--- src/rtl/cpu_pkg.sv ---
// ---------------------------------------------------------------------------
// cpu_pkg
// Shared definitions for the multicycle CPU front end: opcode and function
// codes, fetch fault codes, the NOP word, the IF memory state type and the
// fetch fault classification helper.
// No ports (package).
// ---------------------------------------------------------------------------
package cpu_pkg;

    // Primary opcodes (instruction word bits 31:26)
    localparam logic [5:0] OP_RTYPE = 6'h00;
    localparam logic [5:0] OP_J     = 6'h02;
    localparam logic [5:0] OP_BEQ   = 6'h04;
    localparam logic [5:0] OP_ADDIU = 6'h09;
    localparam logic [5:0] OP_ORI   = 6'h0D;
    localparam logic [5:0] OP_LW    = 6'h23;
    localparam logic [5:0] OP_SW    = 6'h2B;

    // R-type function codes (instruction word bits 5:0)
    localparam logic [5:0] FN_ADD   = 6'h20;
    localparam logic [5:0] FN_SUB   = 6'h22;
    localparam logic [5:0] FN_SUBU  = 6'h23;
    localparam logic [5:0] FN_SLT   = 6'h2A;
    localparam logic [5:0] FN_SLTU  = 6'h2B;

    // Fetch response fault codes
    localparam logic [1:0] FLT_OK       = 2'd0;
    localparam logic [1:0] FLT_MISALIGN = 2'd1;
    localparam logic [1:0] FLT_RANGE    = 2'd2;

    // All-zero word decodes as a harmless NOP
    localparam logic [31:0] NOP_WORD = 32'h0000_0000;

    typedef enum logic [0:0] {
        ST_CLEAR = 1'b0,
        ST_RUN   = 1'b1
    } imem_state_e;

    // Classify a byte-address fetch. Misalignment is reported ahead of range.
    function automatic logic [1:0] fault_code(input logic [31:0] pc,
                                              input logic [31:0] depth);
        logic [1:0] code;
        code = FLT_OK;
        if (pc[1:0] != 2'b00) begin
            code = FLT_MISALIGN;
        end else if ({2'b00, pc[31:2]} >= depth) begin
            code = FLT_RANGE;
        end else begin
            code = FLT_OK;
        end
        return code;
    endfunction

endpackage

--- src/rtl/instr_fetch_mem_if.sv ---
// ---------------------------------------------------------------------------
// instr_fetch_mem_if
// Bundles the program-load port, the fetch request handshake and the fetch
// response handshake of the instruction memory.
//   master : load/request driver and response consumer (CPU / loader side)
//   slave  : the instruction memory
// Parameter AW is the word-index width of ld_addr.
// ---------------------------------------------------------------------------
interface instr_fetch_mem_if #(
    parameter int AW = 6
);
    logic          ld_en;
    logic [AW-1:0] ld_addr;
    logic [31:0]   ld_data;
    logic          ld_busy;
    logic          req_valid;
    logic          req_ready;
    logic [31:0]   pc;
    logic          rsp_valid;
    logic          rsp_ready;
    logic [5:0]    ins_Opcode;
    logic [4:0]    ins_rs;
    logic [4:0]    ins_rt;
    logic [4:0]    ins_rd;
    logic [5:0]    ins_func;
    logic [25:0]   ins_imm;
    logic [1:0]    rsp_fault;

    modport master (
        output ld_en, ld_addr, ld_data, req_valid, pc, rsp_ready,
        input  ld_busy, req_ready, rsp_valid,
        input  ins_Opcode, ins_rs, ins_rt, ins_rd, ins_func, ins_imm, rsp_fault
    );

    modport slave (
        input  ld_en, ld_addr, ld_data, req_valid, pc, rsp_ready,
        output ld_busy, req_ready, rsp_valid,
        output ins_Opcode, ins_rs, ins_rt, ins_rd, ins_func, ins_imm, rsp_fault
    );
endinterface

--- src/rtl/imem_ram.sv ---
// ---------------------------------------------------------------------------
// imem_ram
// Single-port DEPTH x 32 RAM, synchronous write and synchronous read, written
// so that it maps onto block RAM. A write cycle does not update the read
// register, so the last read word stays put until the next read.
// Ports:
//   clk   in  clock
//   we    in  write enable (wins over re)
//   re    in  read enable
//   addr  in  word index
//   wdata in  write data
//   rdata out registered read data
// ---------------------------------------------------------------------------
module imem_ram #(
    parameter int DEPTH = 64,
    parameter int AW    = $clog2(DEPTH)
) (
    input  logic          clk,
    input  logic          we,
    input  logic          re,
    input  logic [AW-1:0] addr,
    input  logic [31:0]   wdata,
    output logic [31:0]   rdata
);
    logic [31:0] mem_r [DEPTH];
    logic [31:0] rdata_r;

    // Storage array write and registered read
    always_ff @(posedge clk) begin
        if (we) begin
            mem_r[addr] <= wdata;
        end else if (re) begin
            rdata_r <= mem_r[addr];
        end
    end

    assign rdata = rdata_r;

endmodule

--- src/rtl/instr_fetch_mem.sv ---
// ---------------------------------------------------------------------------
// instr_fetch_mem
// Handshaked instruction memory for the IF stage. After reset a clear sweep
// writes NOP into every word (one per cycle), then the memory accepts program
// loads and fetches. Each accepted fetch yields one registered response with
// the instruction pre-split into fields and a fault code.
// Ports:
//   IF_clk  in  clock
//   rst     in  synchronous active-high reset
//   bus     slave modport of instr_fetch_mem_if (load, request, response)
// ---------------------------------------------------------------------------
module instr_fetch_mem
    import cpu_pkg::*;
#(
    parameter int DEPTH = 64,
    parameter int AW    = $clog2(DEPTH)
) (
    input  logic              IF_clk,
    input  logic              rst,
    instr_fetch_mem_if.slave  bus
);
    imem_state_e   state_r, state_nxt_s;
    logic [AW-1:0] clr_cnt_r, clr_cnt_nxt_s;
    logic          rsp_valid_r;
    logic [1:0]    rsp_fault_r;
    logic          fetch_ok_r;
    logic          req_ready_s;
    logic          hs_s;
    logic [1:0]    req_fault_s;
    logic          ram_we_s;
    logic          ram_re_s;
    logic [AW-1:0] ram_addr_s;
    logic [31:0]   ram_wdata_s;
    logic [31:0]   ram_rdata_s;
    logic [31:0]   word_s;

    // State and sweep counter registers
    always_ff @(posedge IF_clk) begin
        if (rst) begin
            state_r   <= ST_CLEAR;
            clr_cnt_r <= {AW{1'b0}};
        end else begin
            state_r   <= state_nxt_s;
            clr_cnt_r <= clr_cnt_nxt_s;
        end
    end

    // Next state: sweep every index once, then stay in RUN until reset
    always_comb begin
        state_nxt_s   = state_r;
        clr_cnt_nxt_s = clr_cnt_r;
        case (state_r)
            ST_CLEAR: begin
                clr_cnt_nxt_s = clr_cnt_r + {{(AW-1){1'b0}}, 1'b1};
                if (clr_cnt_r == AW'(DEPTH - 1)) begin
                    state_nxt_s = ST_RUN;
                end else begin
                    state_nxt_s = ST_CLEAR;
                end
            end
            ST_RUN: begin
                state_nxt_s = ST_RUN;
            end
            default: begin
                state_nxt_s   = ST_CLEAR;
                clr_cnt_nxt_s = {AW{1'b0}};
            end
        endcase
    end

    // A load owns the single RAM port, so it blocks fetch acceptance
    assign req_ready_s = (state_r == ST_RUN) && !bus.ld_en &&
                         (!rsp_valid_r || bus.rsp_ready);
    assign hs_s        = bus.req_valid && req_ready_s;
    assign req_fault_s = fault_code(bus.pc, 32'(DEPTH));

    // RAM port arbitration: sweep, then load, then fetch read
    always_comb begin
        ram_we_s    = 1'b0;
        ram_re_s    = 1'b0;
        ram_addr_s  = bus.pc[AW+1:2];
        ram_wdata_s = NOP_WORD;
        if (rst) begin
            ram_we_s = 1'b0;
        end else if (state_r == ST_CLEAR) begin
            ram_we_s    = 1'b1;
            ram_addr_s  = clr_cnt_r;
            ram_wdata_s = NOP_WORD;
        end else if (bus.ld_en) begin
            ram_we_s    = 1'b1;
            ram_addr_s  = bus.ld_addr;
            ram_wdata_s = bus.ld_data;
        end else begin
            // Faulted fetches leave the read register alone; the word is
            // masked to NOP anyway.
            ram_re_s = hs_s && (req_fault_s == FLT_OK);
        end
    end

    // Response registers: load on handshake, drop on consume, hold otherwise
    always_ff @(posedge IF_clk) begin
        if (rst) begin
            rsp_valid_r <= 1'b0;
            rsp_fault_r <= FLT_OK;
            fetch_ok_r  <= 1'b0;
        end else if (hs_s) begin
            rsp_valid_r <= 1'b1;
            rsp_fault_r <= req_fault_s;
            fetch_ok_r  <= (req_fault_s == FLT_OK);
        end else if (bus.rsp_ready) begin
            rsp_valid_r <= 1'b0;
        end
    end

    imem_ram #(
        .DEPTH (DEPTH),
        .AW    (AW)
    ) u_ram (
        .clk   (IF_clk),
        .we    (ram_we_s),
        .re    (ram_re_s),
        .addr  (ram_addr_s),
        .wdata (ram_wdata_s),
        .rdata (ram_rdata_s)
    );

    // The RAM read register is the response data; it only moves on a good
    // fetch, which gives the hold-under-backpressure behaviour for free.
    assign word_s = fetch_ok_r ? ram_rdata_s : NOP_WORD;

    assign bus.ld_busy    = (state_r == ST_CLEAR);
    assign bus.req_ready  = req_ready_s;
    assign bus.rsp_valid  = rsp_valid_r;
    assign bus.rsp_fault  = rsp_fault_r;
    assign bus.ins_Opcode = word_s[31:26];
    assign bus.ins_rs     = word_s[25:21];
    assign bus.ins_rt     = word_s[20:16];
    assign bus.ins_rd     = word_s[15:11];
    assign bus.ins_func   = word_s[5:0];
    assign bus.ins_imm    = word_s[25:0];

endmodule

--- src/flat_wrapper.sv ---
// flat-port wrapper written by rule: the top's interface ports become plain ports
module instr_fetch_mem_flat import cpu_pkg::*;
#(
    parameter int DEPTH = 64,
    parameter int AW    = $clog2(DEPTH)
)
  (IF_clk, rst, bus_ld_en, bus_ld_addr, bus_ld_data, bus_req_valid, bus_pc, bus_rsp_ready, bus_ld_busy, bus_req_ready, bus_rsp_valid, bus_ins_Opcode, bus_ins_rs, bus_ins_rt, bus_ins_rd, bus_ins_func, bus_ins_imm, bus_rsp_fault);
  instr_fetch_mem_if #(.AW(AW)) bus_i ();
  input  logic IF_clk;
  input  logic rst;
  input wire logic [$bits(bus_i.ld_en)-1:0] bus_ld_en;
  input wire logic [$bits(bus_i.ld_addr)-1:0] bus_ld_addr;
  input wire logic [$bits(bus_i.ld_data)-1:0] bus_ld_data;
  input wire logic [$bits(bus_i.req_valid)-1:0] bus_req_valid;
  input wire logic [$bits(bus_i.pc)-1:0] bus_pc;
  input wire logic [$bits(bus_i.rsp_ready)-1:0] bus_rsp_ready;
  output wire logic [$bits(bus_i.ld_busy)-1:0] bus_ld_busy;
  output wire logic [$bits(bus_i.req_ready)-1:0] bus_req_ready;
  output wire logic [$bits(bus_i.rsp_valid)-1:0] bus_rsp_valid;
  output wire logic [$bits(bus_i.ins_Opcode)-1:0] bus_ins_Opcode;
  output wire logic [$bits(bus_i.ins_rs)-1:0] bus_ins_rs;
  output wire logic [$bits(bus_i.ins_rt)-1:0] bus_ins_rt;
  output wire logic [$bits(bus_i.ins_rd)-1:0] bus_ins_rd;
  output wire logic [$bits(bus_i.ins_func)-1:0] bus_ins_func;
  output wire logic [$bits(bus_i.ins_imm)-1:0] bus_ins_imm;
  output wire logic [$bits(bus_i.rsp_fault)-1:0] bus_rsp_fault;
  assign bus_i.ld_en = bus_ld_en;
  assign bus_i.ld_addr = bus_ld_addr;
  assign bus_i.ld_data = bus_ld_data;
  assign bus_i.req_valid = bus_req_valid;
  assign bus_i.pc = bus_pc;
  assign bus_i.rsp_ready = bus_rsp_ready;
  assign bus_ld_busy = bus_i.ld_busy;
  assign bus_req_ready = bus_i.req_ready;
  assign bus_rsp_valid = bus_i.rsp_valid;
  assign bus_ins_Opcode = bus_i.ins_Opcode;
  assign bus_ins_rs = bus_i.ins_rs;
  assign bus_ins_rt = bus_i.ins_rt;
  assign bus_ins_rd = bus_i.ins_rd;
  assign bus_ins_func = bus_i.ins_func;
  assign bus_ins_imm = bus_i.ins_imm;
  assign bus_rsp_fault = bus_i.rsp_fault;
  instr_fetch_mem #(.DEPTH(DEPTH), .AW(AW)) u_core (.IF_clk(IF_clk), .rst(rst), .bus(bus_i));
endmodule
--- config.mk ---
export PLATFORM = sky130hd
export DESIGN_NAME = instr_fetch_mem_flat
export DESIGN_NICKNAME = d
export VERILOG_FILES = /design/src/rtl/cpu_pkg.sv /design/src/rtl/instr_fetch_mem_if.sv /design/src/rtl/imem_ram.sv /design/src/rtl/instr_fetch_mem.sv /design/src/flat_wrapper.sv
export SDC_FILE = /design/constraint.sdc
export NUM_CORES = 2
export LEC_CHECK = 0
export CAP_MARGIN = 20
export CORE_MARGIN = 8
export CORE_UTILIZATION = 52
export CTS_CLUSTER_SIZE = 10
export DETAILED_ROUTE_END_ITERATION = 10
export MAX_ROUTING_LAYER = met4
export PLACE_DENSITY = 0.75
export SLEW_MARGIN = 15
export SYNTH_ARGS = -nofsm -noshare
export SYNTH_HDL_FRONTEND = slang
export SYNTH_SLANG_ARGS = --single-unit
--- constraint.sdc ---
create_clock -name IF_clk -period 8.4 [get_ports IF_clk]
set_input_delay 1.68 -clock IF_clk [delete_from_list [all_inputs] [get_ports IF_clk]]
set_output_delay 1.68 -clock IF_clk [all_outputs]
set_load 0.03 [all_outputs]
Word-level counts from Yosys, hierarchy flattened
Memory sizes are Yosys's and may differ from the RTL's. A register that Yosys moved wholly into a read port is not among the register bits.
Index checks and enable logic that the tools add are counted.
- RAM bits: 2048
- output and inout bits: 58
- register bits: 11
- word-level logic and storage cells: 43
- memories: 1
- input bits: 75
- $lt $le $gt $ge: 1
- muxes and demuxes: 21
- add/subtract/negate cells: 1
- equality and inequality tests: 1
- bitwise gates (word level): 2
- reductions and logical operators: 11
- memory list (name ; words ; bits a word ; rd ports ; clocked after Yosys merged registers in ; write ports ; line ; text):
    u_core.u_ram.mem_r ; 64 ; 32 ; 1 ; 1 ; 1 ; imem_ram.sv:25 ; logic [31:0] mem_r [DEPTH];
- operators with widths (kind ; number):
    $mux W32 ; 4
    $ge A30 B7 Y1 const B ; 1
    $mux W6 ; 3
    $mux W1 ; 11
    $add A6 B1 Y6 const B ; 1
    $eq A6 B6 Y1 const B ; 1
    $logic_and A1 B1 Y1 ; 4
    $mux W2 ; 2
    $reduce_bool A2 Y1 ; 2
    $logic_not A1 Y1 ; 2
    $logic_not A2 Y1 ; 1
    $not A1 Y1 ; 2
    $pmux W1 S2 ; 1
    $reduce_and A2 Y1 ; 1
    $logic_or A1 B1 Y1 ; 1

Depth between registers and ports, before layout
- depth after elaboration: 9
- mapped depth: 13
- depth with buffers taken out: 7

By module
From an unflattened synthesis, not the netlist that was laid out.
- cell total of the unflattened synthesis: 4636
- area, all modules: 80573.5 um^2
- modules (own cells, without submodules) (module ; times used ; cells an instance ; sequential area each (um^2) ; area each (um^2)):
    imem_ram ; 1 ; 4454 ; 62459.9 ; 79268.5
    instr_fetch_mem ; 1 ; 182 ; 220.2 ; 1305.0

Least setup slack after synthesis
No wires, ideal clock.
- path kind: in2reg
- from: in bus_ld_en
- to: reg u_core.u_ram.rdata_r[0], in the netlist u_core.u_ram.rdata[0] (read register of u_core.u_ram.mem_r), enable pin
- data required time: 7898 ps
- path slack: 1764 ps
- buffers on the path: 1
- arrival: 6135 ps
- stages on the path: 6
- library setup time: 502 ps
- cells stage by stage: buf_2 -> nand2b_1 -> nor2b_1 -> nand2_1 -> or3_1 -> nor4_1
- word-level cells in the longest chain between the ends: 9
- elaborated cells on any way between the ends: 16
- those cells by class: mux (9); bitwise (1); reduce/logical (6)
- ends and longest elaborated chain (what ; line ; text):
    start: declaration ; flat_wrapper.sv:11 ; input wire logic [$bits(bus_i.ld_en)-1:0] bus_ld_en;
    $logic_not A1 Y1 ; instr_fetch_mem.sv:72 ; assign req_ready_s = (state_r == ST_RUN) && !bus.ld_en &&
    $logic_and A1 B1 Y1 (2 in a row) ; instr_fetch_mem.sv:72 ;
    via bus_req_ready ; flat_wrapper.sv:18 ; output wire logic [$bits(bus_i.req_ready)-1:0] bus_req_ready;
    $logic_and A1 B1 Y1 ; instr_fetch_mem.sv:74 ; assign hs_s = bus.req_valid && req_ready_s;
    $logic_and A1 B1 Y1 ; instr_fetch_mem.sv:96 ; ram_re_s = hs_s && (req_fault_s == FLT_OK);
    $mux W1 ; instr_fetch_mem.sv:89 ; end else if (bus.ld_en) begin
    $mux W1 ; instr_fetch_mem.sv:85 ; end else if (state_r == ST_CLEAR) begin
    $mux W1 ; instr_fetch_mem.sv:83 ; if (rst) begin
    $reduce_and A2 Y1 (no line) ; -- ;
    end: declaration ; imem_ram.sv:26 ; logic [31:0] rdata_r;
The timed path passes the listed nets, and every way through them passes these cells.
A chain may end at the register's enable or synchronous reset.

Worst setup path after layout
- from: in rst
- to: reg u_core.u_ram.rdata_r[3], in the netlist u_core.u_ram.rdata[3] (read register of u_core.u_ram.mem_r) (data pin)
- word-level cells in the longest chain between the ends: 3
- elaborated cells on any way between the ends: 5
- those cells by class: mux (3); bitwise (1); reduce/logical (1)
- ends and longest elaborated chain (what ; line ; text):
    start: declaration ; flat_wrapper.sv:10 ; input logic rst;
    $mux W1 ; instr_fetch_mem.sv:83 ;
    $not A1 Y1 (no line) ; -- ;
    $reduce_and A2 Y1 (no line) ; -- ;
Parallel ways exist; a longest one is shown, timed or not.

==> impl_metrics.toml <==
[run_status]
violations = "DRC"
outcome = "complete, but fails checks"

[timing]
finalCriticalPeriod_ps = 5940
worst_pin_slew_ps = 1230
rsz0062_at_grt = "false"
fmax_mhz = 168
fin_tns_setup_ps = 0
fin_crit_sh = 0.707
slew-limit-headroom = 0.174
hold_violations = 0
setup_viol = 0
drv_slew = 0
clock_skew_ps = 46.2

[run]
drv_cap = 0

[floorplanning]
rows = 145
initial_utilization = 0.522
die_y_um = 411
ioPinCount = 133
dieWidth_um = 411
core_um2 = 156000
dieArea_um2 = 169000

[yosys]
netlist_area_um2 = 81200
synthArstFlopShare = 0
synth_flop_cell = "edfxtp_1"
synth.ff_latch_count = 2091
yosysSeqAreaShare = 0.772
yosysWarnings = 0
synth_nets = 4829
synthCells = 4753
synth.distinct_cells = 58
avgSynthCellArea_um2 = 17.1
synth_edf_count = 2080

[critical_path]
cp_slowest_stage_delay_ps = 880
crit_family = "simple AND/OR/NAND/NOR gates"
end_kind = "flip-flop"
crit_chain = "clkdlybuf4s50_1 -> or3b_2 -> nand4_4 -> buf_4 -> buf_4 -> mux4_2 -> o211ai_1 -> a21oi_1 -> or4_1"
cp.arrival_ps = 6520
cp_common_cell = "buf_4"
cp_data_required_time_ps = 8980
startpoint_type = "input pin"
critPathSlowestCell = "clkdlybuf4s50_1"
critPathKind = "input pin to flip-flop"
crit_path_max_fanout = 41
crit_buf_inv = 3

[pwr]
p_comb_frac = 0.061
power.switching_mw = 4.62
p_per_area_nw_per_um2 = 232
seqPwrFrac = 0.535
sw_frac_of_total = 0.217
p_int_mw = 16.6
ir_drop_uv = 231
p_leak_nw = 31.3
pwr-share-clk = 0.404
p_total_mw = 21.3

[placement]
dp_hpwl_um = 125000
place.gp.congestion = 0.907
numPortBuffers = 132

[grt]
grt_pass1_vias = 45386
grt_pass1_wl_um = 313000
grt_max_degree = 148
grt_antenna_before_repair = 19
grtUsageTotal = 0.259
gr-total-overflow = 0

[clock_tree]
h-tree-depth = 4
post_cts.repair.setup_buffers = 0
cts_tree = "done"
cts_inserted_buffers = 228
root_buffer = "clkbuf_16"
clock-sinks = 2091
cts.path.max_buffers = 3
path_clk_slew_ps = 60
cts_resized = 0
postCtsHoldBufs = 0
clkLatencyLatePin_ps = 840

[drt]
drc = 1
postRouteAntennaNets = 0
wire_per_inst_um = 30.9
num_vias = 46527
totalWireLength_um = 218000
drt-pass1-iter-count = 9
drtIter0Drc = 7564
routed_via_density = 6.58

[finish]
layout_commonest_cell = "edfxtp_1"
area_growth_pct = 13.0
drive_gt1_frac = 0.155
layout_common_cells = "edfxtp_1, nand2_1, nand3_1"
nNetsFinal = 5047

[hold_path]
hp-class = "flip-flop to flip-flop"
-- registers in the layout, summed over array words and instances, names as in the netlist --
name and count:
u_core.bus.rsp_fault 2, u_core.bus.rsp_valid 1, u_core.clr_cnt_r 6, u_core.fetch_ok_r 1
u_core.state_r 1, u_core.u_ram.mem_r 2048, u_core.u_ram.rdata 32
-- power by group through the flow --
stage	logic [mW]	registers (mW)	clock network [mW]
finish	1.29	11.4	8.60
global route	1.35	11.4	9.01
detailed placement	1.26	11.6	0
floorplan	0.808	11.6	0
CTS	1.27	11.4	8.64
global placement	1.24	11.6	0
-- synthesized netlist by cell type (all sizes together) (30+ instances only) --
| cell type | count | area [um2] |
|---|---|---|
| nand2 | 848 | 3180 |
| nand4 | 101 | 638 |
| edfxtp | 2080 | 62500 |
| and2 | 66 | 413 |
| mux4 | 255 | 5740 |
| nor2 | 84 | 315 |
| o22ai | 39 | 244 |
| a21oi | 71 | 370 |
| a32oi | 90 | 788 |
| a41oi | 30 | 263 |
| clkbuf | 136 | 510 |
| buf | 165 | 960 |
| nand3 | 456 | 2280 |
| mux2i | 162 | 1620 |
-- stage by stage --
stage          hold slack, ps  cells  utilization  cell area [um2]  worst slack (ps)
2_1_floorplan             467   4753            -            81200              1760
3_3_place_gp              489   6794        0.550            85600              1770
3_5_place_dp              513   6795        0.550            85600              1710
4_1_cts                   525   7056        0.589            91700              2610
5_1_grt                   551   7066        0.590            91800              2310
6_report                  519   7068        0.590            91800              2460
-- path summary, 6_finish.rpt --
kind	endpoint	from	slack, ps	depth (start not counted)
max	u_core.u_ram.rdata[3]$_DFFE_PP_	rst	2460	9
min reg2reg	u_core.bus.rsp_fault[0]$_SDFFE_PP0P_	u_core.bus.rsp_fault[0]$_SDFFE_PP0P_	520	2
min	u_core.bus.rsp_fault[0]$_SDFFE_PP0P_	u_core.bus.rsp_fault[0]$_SDFFE_PP0P_	520	2
max reg2reg	u_core.u_ram.rdata[10]$_DFFE_PP_	u_core.state_r$_SDFF_PP0_	3640	7
-- tightest hold or removal path: cells and delay by family, from the launching register on --
kind             cells  cell delay [ps]
flip-flops           1              300
AO/OA/AOI/OAI        1              120
AND/OR/NAND/NOR      1               50
-- routing by layer --
| metal | vias up | share of wire | global-route usage |
|---|---|---|---|
| met5 | - | 0 | - |
| met4 | 0 | 0.031 | 0.0796 |
| met3 | 478 | 0.14 | 0.0775 |
| met2 | 3481 | 0.46 | 0.388 |
| met1 | 23551 | 0.36 | 0.347 |
| li1 | 19017 | - | - |
-- cell type report --
cell class,instances,area [um2]
fill,10958,63900
sequential,2091,62700
multi-input combinational,2359,17700
clock buffer,245,5810
timing repair buffer,289,2770
tap,2058,2570
clock inverter,16,260
antenna,8,20.0
inverter,2,7.51
-- logic make-up after synthesis --
family,count (synthesis),share of synthesized area
flops,2091,0.772
simple gates,1624,0.0902
mux,417,0.0907
compound gates,313,0.0286
buf+inv,303,0.0182
xor+xnor,4,0.000431
fa+ha+maj,1,0.000154
Note: power is estimated with default switching activity, not from simulation.
